**src/rtl/bin2bcd_serial_if.sv**
```systemverilog
// Handshake/result bundle for the serial binary-to-BCD converter.
// Master drives start/binary; slave returns busy/done/bcd/ovf.
interface bin2bcd_serial_if #(
  parameter int WIDTH  = 8,
  parameter int DIGITS = 3
);
  logic                  start;
  logic [WIDTH-1:0]      binary;
  logic                  busy;
  logic                  done;
  logic [4*DIGITS-1:0]   bcd;
  logic                  ovf;

  modport master (output start, binary, input  busy, done, bcd, ovf);
  modport slave  (input  start, binary, output busy, done, bcd, ovf);
endinterface

```
**src/rtl/bin2bcd_serial.sv**
```systemverilog
// Serial double-dabble binary-to-BCD converter, one operand bit per clock.
// Result and overflow are registered on completion and held until the next one.
module bin2bcd_serial #(
  parameter int WIDTH  = 8,
  parameter int DIGITS = 3
) (
  input  logic              clk,
  input  logic              rst,
  bin2bcd_serial_if.slave   bus
);
  localparam int CNT_W = $clog2(WIDTH + 1);
  localparam int BCD_W = 4 * DIGITS;

  typedef enum logic {IDLE, SHIFT} state_t;

  state_t             state_q, state_d;
  logic [WIDTH-1:0]   opnd_q, opnd_d;
  logic [BCD_W-1:0]   work_q, work_d;
  logic [BCD_W-1:0]   corr;
  logic [CNT_W-1:0]   cnt_q, cnt_d;
  logic               acc_q, acc_d;
  logic [BCD_W-1:0]   bcd_q, bcd_d;
  logic               ovf_q, ovf_d;
  logic               done_q, done_d;

  always_comb begin
    state_d = state_q;
    opnd_d  = opnd_q;
    work_d  = work_q;
    cnt_d   = cnt_q;
    acc_d   = acc_q;
    bcd_d   = bcd_q;
    ovf_d   = ovf_q;
    done_d  = 1'b0;

    // All digits are corrected from their pre-shift values in parallel.
    corr = work_q;
    for (int unsigned k = 0; k < DIGITS; k++) begin
      if (work_q[4*k +: 4] >= 4'd5)
        corr[4*k +: 4] = work_q[4*k +: 4] + 4'd3;
    end

    unique case (state_q)
      IDLE: begin
        if (bus.start) begin
          state_d = SHIFT;
          opnd_d  = bus.binary;
          work_d  = '0;
          acc_d   = 1'b0;
          cnt_d   = CNT_W'(WIDTH);
        end
      end
      SHIFT: begin
        // The top digit's bit 3 falls off the end; catching it flags overflow.
        work_d = {corr[BCD_W-2:0], opnd_q[WIDTH-1]};
        opnd_d = opnd_q << 1;
        acc_d  = acc_q | corr[BCD_W-1];
        cnt_d  = cnt_q - CNT_W'(1);
        if (cnt_q == CNT_W'(1)) begin
          state_d = IDLE;
          bcd_d   = work_d;
          ovf_d   = acc_d;
          done_d  = 1'b1;
        end
      end
      default: state_d = IDLE;
    endcase
  end

  always_ff @(posedge clk) begin
    if (rst) begin
      state_q <= IDLE;
      opnd_q  <= '0;
      work_q  <= '0;
      cnt_q   <= '0;
      acc_q   <= 1'b0;
      bcd_q   <= '0;
      ovf_q   <= 1'b0;
      done_q  <= 1'b0;
    end else begin
      state_q <= state_d;
      opnd_q  <= opnd_d;
      work_q  <= work_d;
      cnt_q   <= cnt_d;
      acc_q   <= acc_d;
      bcd_q   <= bcd_d;
      ovf_q   <= ovf_d;
      done_q  <= done_d;
    end
  end

  assign bus.busy = (state_q == SHIFT);
  assign bus.done = done_q;
  assign bus.bcd  = bcd_q;
  assign bus.ovf  = ovf_q;
endmodule
```
**src/flat_wrapper.sv**
```systemverilog
// flat-port wrapper written by rule: the top's interface ports become plain ports
module bin2bcd_serial_flat 
#(
  parameter int WIDTH  = 8,
  parameter int DIGITS = 3
)
  (clk, rst, bus_start, bus_binary, bus_busy, bus_done, bus_bcd, bus_ovf);
  bin2bcd_serial_if #(.WIDTH(WIDTH), .DIGITS(DIGITS)) bus_i ();
  input  logic clk;
  input  logic rst;
  input wire logic [$bits(bus_i.start)-1:0] bus_start;
  input wire logic [$bits(bus_i.binary)-1:0] bus_binary;
  output wire logic [$bits(bus_i.busy)-1:0] bus_busy;
  output wire logic [$bits(bus_i.done)-1:0] bus_done;
  output wire logic [$bits(bus_i.bcd)-1:0] bus_bcd;
  output wire logic [$bits(bus_i.ovf)-1:0] bus_ovf;
  assign bus_i.start = bus_start;
  assign bus_i.binary = bus_binary;
  assign bus_busy = bus_i.busy;
  assign bus_done = bus_i.done;
  assign bus_bcd = bus_i.bcd;
  assign bus_ovf = bus_i.ovf;
  bin2bcd_serial #(.WIDTH(WIDTH), .DIGITS(DIGITS)) u_core (.clk(clk), .rst(rst), .bus(bus_i));
endmodule
```
**config.mk**
```make
export PLATFORM = sky130hd
export DESIGN_NAME = bin2bcd_serial_flat
export DESIGN_NICKNAME = d
export VERILOG_FILES = /design/src/rtl/bin2bcd_serial_if.sv /design/src/rtl/bin2bcd_serial.sv /design/src/flat_wrapper.sv
export SDC_FILE = /design/constraint.sdc
export NUM_CORES = 1
export LEC_CHECK = 0
export BUFFER_PORTS_ARGS = -buffer_cell sky130_fd_sc_hd__buf_4
export CORE_AREA = 2 2 51 88
export CTS_BUF_LIST = sky130_fd_sc_hd__clkbuf_4 sky130_fd_sc_hd__clkbuf_8
export DETAILED_ROUTE_END_ITERATION = 8
export DIE_AREA = 0 0 53 90
export HOLD_SLACK_MARGIN = 0.12
export PLACE_DENSITY_LB_ADDON = 0.1
export SLEW_MARGIN = 15
export SYNTH_ARGS = -nofsm -noshare
export SYNTH_HDL_FRONTEND = slang
export SYNTH_SLANG_ARGS = --single-unit
```
**constraint.sdc**
```tcl
create_clock -name clk -period 2.8 [get_ports clk]
set_input_delay 0.28 -clock clk [delete_from_list [all_inputs] [get_ports clk]]
set_output_delay 0.28 -clock clk [all_outputs]
set_load 0.02 [all_outputs]
```
==> metrics, run 1 <==
Syn Inst Count=191; Worst Max-Slew Pin Slew=562.1 ps; Worst Skew=7.138 ps; CTS resizes=0; PD cells=544.7 nW/um2; max-slew violations=0; # fillers=398; via count=1414; crit path time final=1641 ps; cell family with most CP delay=flip-flops; Commonest cells post-synth=dfxtp_1 (40), nor2_1 (23), a21oi_1 (18); number of global-route vias before repair=1403; Post-synth EDFFs=0; all-layer global routing usage=0.1683; Synth area leader=dfxtp_1; largest net degree at the start of global routing=24; drt initial violations=30; Synth Area in Simple Gates=0.1525; DRC Markers=0; Routed WL per cell=13.50 um; RSZ-0062 raised after global routing=false; Max Cap Violations=0; Crit Path Max Fanout=17; CTS buffer count=5; share of layout cells above drive strength 1=0.2037; post-synthesis adder-cell area fraction=0.05571; Starting Density=0.4412; YS warnings=0; Worst EP required=3000 ps; Largest stage delay, worst path=600 ps; total clock sinks=40; synthesized area=1797 um2; Crit Path Category=flop to flop; diode count=0; dpl hpwl=2716 um; synth unique cells=37; largest family of logic cells by synthesized area=compound AO/OA/AOI/OAI gates; complex-gate fraction of the synthesized area=0.2068; startpoint type of the worst setup path=flop; endpoints failing setup=0; Die ar.=4770 um2; die height=90 um; CTS clk-pin slew, worst paths=80 ps; post-CTS setup buffer count=0; Main synth FF type=dfxtp_1; clk buf depth=2; antenna violations before repair=0; # H-tree levels=2; # rows=31; Buffers on Ports=25; core footprint=4073 um2; Syn Nets=210; Crit-path slowest cell=dfxtp_1; CTS Root Cell=clkbuf_8; Setup WS pre-CTS=1157 ps; DIE WIDTH=53 um; Worst-Skew Late Latency=290 ps; ys async rst share=0; fmax=609.4 MHz; Hold Fails Final Rpt=0; CTS tree=yes; GR Overflow Total=0; GPL Wtd Cong=0.7489; crit-path most repeated cell=nor2_1; Critical Path End Type=flop; area delta synth->final=17.34%; Antenna Nets Post-Route=0; area post-placement=1997 um2; Post-Synth XOR/XNOR Area=0.01462; global-route wire length before repair=6099 um; status=complete, no violations; Rel. slew slack=0.6248; NumNets Final=234; worst min path class=input port to flop; CTS Hold Buffers Added=0; VDD IR max=0.4132 mV; cell with the most instances after synthesis=dfxtp_1; multiplexer share of the synthesized area=0.07033; WP buf/inv=1; critical path arrival=1840 ps; Mapped Avg Cell Area=9.407 um2; register area share after synthesis=0.4457; top cells by area, synth=dfxtp_1 (45%), ha_1 (5.6%), mux2i_1 (5.6%); setup TNS=0 ps; Final Worst Setup Slack=1159 ps; crit-path cells=buf_4, nor2_1, o21ba_2, nor2_1, a311oi_1; Yosys reg bits=40; final WL=3577 um; # IOs=26; P_leak=0.8312 nW; DRT Pass-1 Iters=4; drt via density=5.336; crit share post-route=0.5860; top cell type's share of synthesized area=0.4457; fin area=2108 um2
## routing by layer
| layer | up-vias | track usage | wire, um |
|---|---|---|---|
| li1 | 726 | - | - |
| met1 | 651 | 0.1924 | 1489 |
| met2 | 33 | 0.2896 | 1912 |
| met3 | 4 | 0.04485 | 131 |
| met4 | 0 | 0.05769 | 44 |
| met5 | - | 0 | 0 |
## sequential cells by signal, summed over array words and instances, names as in the netlist
register and count:
u_core.bus.busy 1, u_core.opnd_q 8, u_core.bus.ovf 1, u_core.work_q 12, u_core.acc_q 1, u_core.bus.done 1
u_core.bus.bcd 12, u_core.cnt_q 4
## path summary, 6_finish.rpt
check / slack [ps] / cells after the start / from / endpoint
hold reg to reg: 470 / 1 / u_core.bus.bcd[6]$_SDFFE_PP0P_ / u_core.bus.bcd[6]$_SDFFE_PP0P_
hold / removal: 300 / 3 / bus_binary[0] / u_core.opnd_q[0]$_SDFFE_PP0P_
setup reg to reg: 1160 / 5 / u_core.bus.busy$_SDFF_PP0_ / u_core.cnt_q[3]$_SDFFE_PP0P_
setup / recovery: 1160 / 5 / u_core.bus.busy$_SDFF_PP0_ / u_core.cnt_q[3]$_SDFFE_PP0P_
## worst min-delay path, cell delays in order
cell and delay (ps):
buf_4 80, mux2i_1 50, nor3_1 130
## area by class of cell
cell class | instances | area (um2) | share of cell area
Clock buffer | 5 | 68.82 | 0.03264
Timing Repair Buffer | 26 | 195.2 | 0.09258
Sequential cell | 40 | 800.8 | 0.3798
Clock inverter | 3 | 42.54 | 0.02018
Tap cell | 49 | 61.31 | 0.02908
Multi-Input combinational cell | 131 | 898.4 | 0.4261
Inverter | 11 | 41.29 | 0.01958
## cell usage in the layout, fill, tap and decap left out, types with 2 or more instances in the layout
cell / count
dfxtp_1: 40
buf_4: 26
nor2_1: 23
a21oi_1: 18
o21ai_0: 11
inv_1: 10
mux2i_1: 10
o2bb2ai_1: 8
nand3_1: 8
ha_1: 8
nor3_1: 7
nor3b_1: 6
nand2b_1: 5
clkbuf_8: 5
a22o_1: 4
xnor2_1: 3
a32o_1: 3
a21o_1: 2
## kinds of logic (layout without fill, tap and decap cells)
| kind of cell | count (synthesis) | after routing |
|---|---|---|
| AO/OA/AOI/OAI | 55 | 55 |
| XOR/XNOR | 3 | 3 |
| adder cells (fa/ha/maj) | 8 | 8 |
| buffers and inverters | 20 | 45 |
| flip-flops | 40 | 40 |
| multiplexers | 12 | 12 |
| AND/OR/NAND/NOR | 53 | 53 |
## metrics by stage
step	instances	hold WS, ps	utilization	total power [W]
floorplan	191	453.7	-	0.0006749
global placement	257	448.5	0.4903	0.0006972
detailed placement	257	454.4	0.4903	0.0007009
CTS	265	300.5	0.5177	0.001166
global route	265	319.4	0.5177	0.001201
finish	265	302.4	0.5177	0.001148
## power by group
group	switching (W)	internal [W]	leakage [nW]	total (W)
clock network	0.000198	0.000264	0.0541	0.000462
logic	0.0000519	0.0000374	0.453	0.0000893
registers	0.0000144	0.000583	0.325	0.000597
total	0.000265	0.000884	0.831	0.00115
(Power assumes the default switching activity.)
==> inputs of run 2 (changes only) <==
Clock period 2.8 ns to 1.6 ns, I/O delays scaled along.
==> metrics, run 2 (synthesized netlist as in run 1, its figures left out) <==
total clock sinks=40; global-route wire length before repair=6499 um; Critical Path End Type=flop; # rows=31; antenna violations before repair=0; final WL=3839 um; endpoints failing setup=0; P_leak=0.8646 nW; VDD IR max=0.6643 mV; commonest non-fill, non-tap cell in the layout=dfxtp_1; Seq. cell area=803.3 um2; total power=0.002029 W; Hold Fails Final Rpt=0; Crit-path slowest cell=dfxtp_1; critical path arrival=1740 ps; status=complete, no violations; GR Overflow Total=0; CTS tree=yes; setup TNS=0 ps; crit path to=u_core.work_q[2]$_SDFFE_PP0P_; DIE WIDTH=53 um; worst min path class=input port to flop; DRT Pass-1 Iters=4; NumNets Final=240; diode count=0; share of layout cells above drive strength 1=0.2432; Largest stage delay, worst path=360 ps; Crit Path Max Fanout=5; drt via density=5.369; RSZ-0062 raised after global routing=false; Routed WL per cell=14.17 um; worst r2r src=u_core.work_q[0]$_SDFFE_PP0P_; cells on worst reg2reg path=6; CTS Root Cell=clkbuf_8; Rel. slew slack=0.6492; number of global-route vias before repair=1493; Critical Path Stages=6; dpl hpwl=2824 um; startpoint type of the worst setup path=flop; Max Cap Violations=0; dpl cells=262; CTS buffer count=5; # fillers=376; Starting Density=0.4412; R2R setup slack=90 ps; PD cells=938.5 nW/um2; clk buf depth=2; Worst Max-Slew Pin Slew=525.6 ps; Buffers on Ports=25; all-layer global routing usage=0.1796; core footprint=4073 um2; crit path time final=1510 ps; WP buf/inv=1; GPL Wtd Cong=0.7693; Worst-Skew Late Latency=290 ps; via count=1455; crit-path cells=inv_1, ha_1, nand2b_1, a21o_1, mux2i_2, a32o_1; most frequent cells in the layout=dfxtp_1 (38), buf_4 (32), nor2_1 (23); # IOs=26; max-slew violations=0; crit share post-route=0.9436; worst r2r dst=u_core.work_q[2]$_SDFFE_PP0P_; largest net degree at the start of global routing=25; fmax=662.3 MHz; CTS Hold Buffers Added=0; Final Non-Filler Cells=271; area of the multi-input gates=904.6 um2; CP startpoint=u_core.work_q[0]$_SDFFE_PP0P_; Die ar.=4770 um2; drt initial violations=15; area delta synth->final=20.33%; DRC Markers=0; Antenna Nets Post-Route=0; cell family with most CP delay=flip-flops; CTS clk-pin slew, worst paths=70 ps; Hold WS=171.6 ps; # H-tree levels=2; Worst EP required=1840 ps; Crit Path Category=flop to flop; die height=90 um; Worst Skew=8.317 ps
==> run 2: power by group <==
group          internal (W)  total (W)  leakage (nW)  switching [W]
logic             0.0000719   0.000172         0.485       0.000100
registers           0.00102    0.00104         0.326      0.0000216
clock network      0.000461   0.000816        0.0541       0.000354
==> run 2: area by class of cell <==
type                       instances  share of cell area
multi-input combinational        131              0.4184
sequential                        40              0.3715
timing repair buffer              32              0.1111
clock buffer                       5             0.03183
tap                               49             0.02836
clock inverter                     3             0.01968
inverter                          11             0.01910
==> run 2: worst min path at each step <==
stage	start	endpoint	slack, ps	depth (start not counted)
5_1_grt	bus_binary[0]	u_core.opnd_q[0]$_SDFFE_PP0P_	190	3
3_5_place_dp	u_core.bus.bcd[9]$_SDFFE_PP0P_	u_core.bus.bcd[9]$_SDFFE_PP0P_	450	1
4_1_cts	bus_binary[0]	u_core.opnd_q[0]$_SDFFE_PP0P_	180	3
3_3_place_gp	u_core.bus.bcd[11]$_SDFFE_PP0P_	u_core.bus.bcd[11]$_SDFFE_PP0P_	450	1
6_report	bus_binary[0]	u_core.opnd_q[0]$_SDFFE_PP0P_	170	3
2_1_floorplan	bus_binary[0]	u_core.opnd_q[0]$_SDFFE_PP0P_	360	2
==> run 2: layer usage <==
layer  part of all wire  routed length (um)  track usage  vias up
li1                   -                   -            -      738
met1               0.40                1535       0.1864      684
met5                  0                   0            0        -
met2               0.55                2109       0.3177       27
met4              0.017                  64      0.08120        0
met3              0.034                 129      0.04817        6
==> run 2: through the flow <==
step | util | setup slack (ps) | cell area [um2]
global placement | 0.4995 | 134.7 | 2034
detailed placement | 0.4995 | 69.01 | 2034
CTS | 0.5269 | 49.04 | 2146
floorplan | - | 206.2 | 1797
finish | 0.5309 | 90.22 | 2162
global route | 0.5309 | 0.3374 | 2162
==> run 2: repair_timing <==
item,4_1_cts,5_1_grt
endpoints found under the hold margin,0,0
setup buffers,0,1
setup endpoints to repair,0,6
gates resized for setup,0,4
==> run 2: worst register-to-register path, stage by stage (launching register included) <==
cell and delay, ps:
dfxtp_1 360, inv_1 90, ha_1 260, nand2b_1 120, a21o_1 190, mux2i_2 290
a32o_1 160
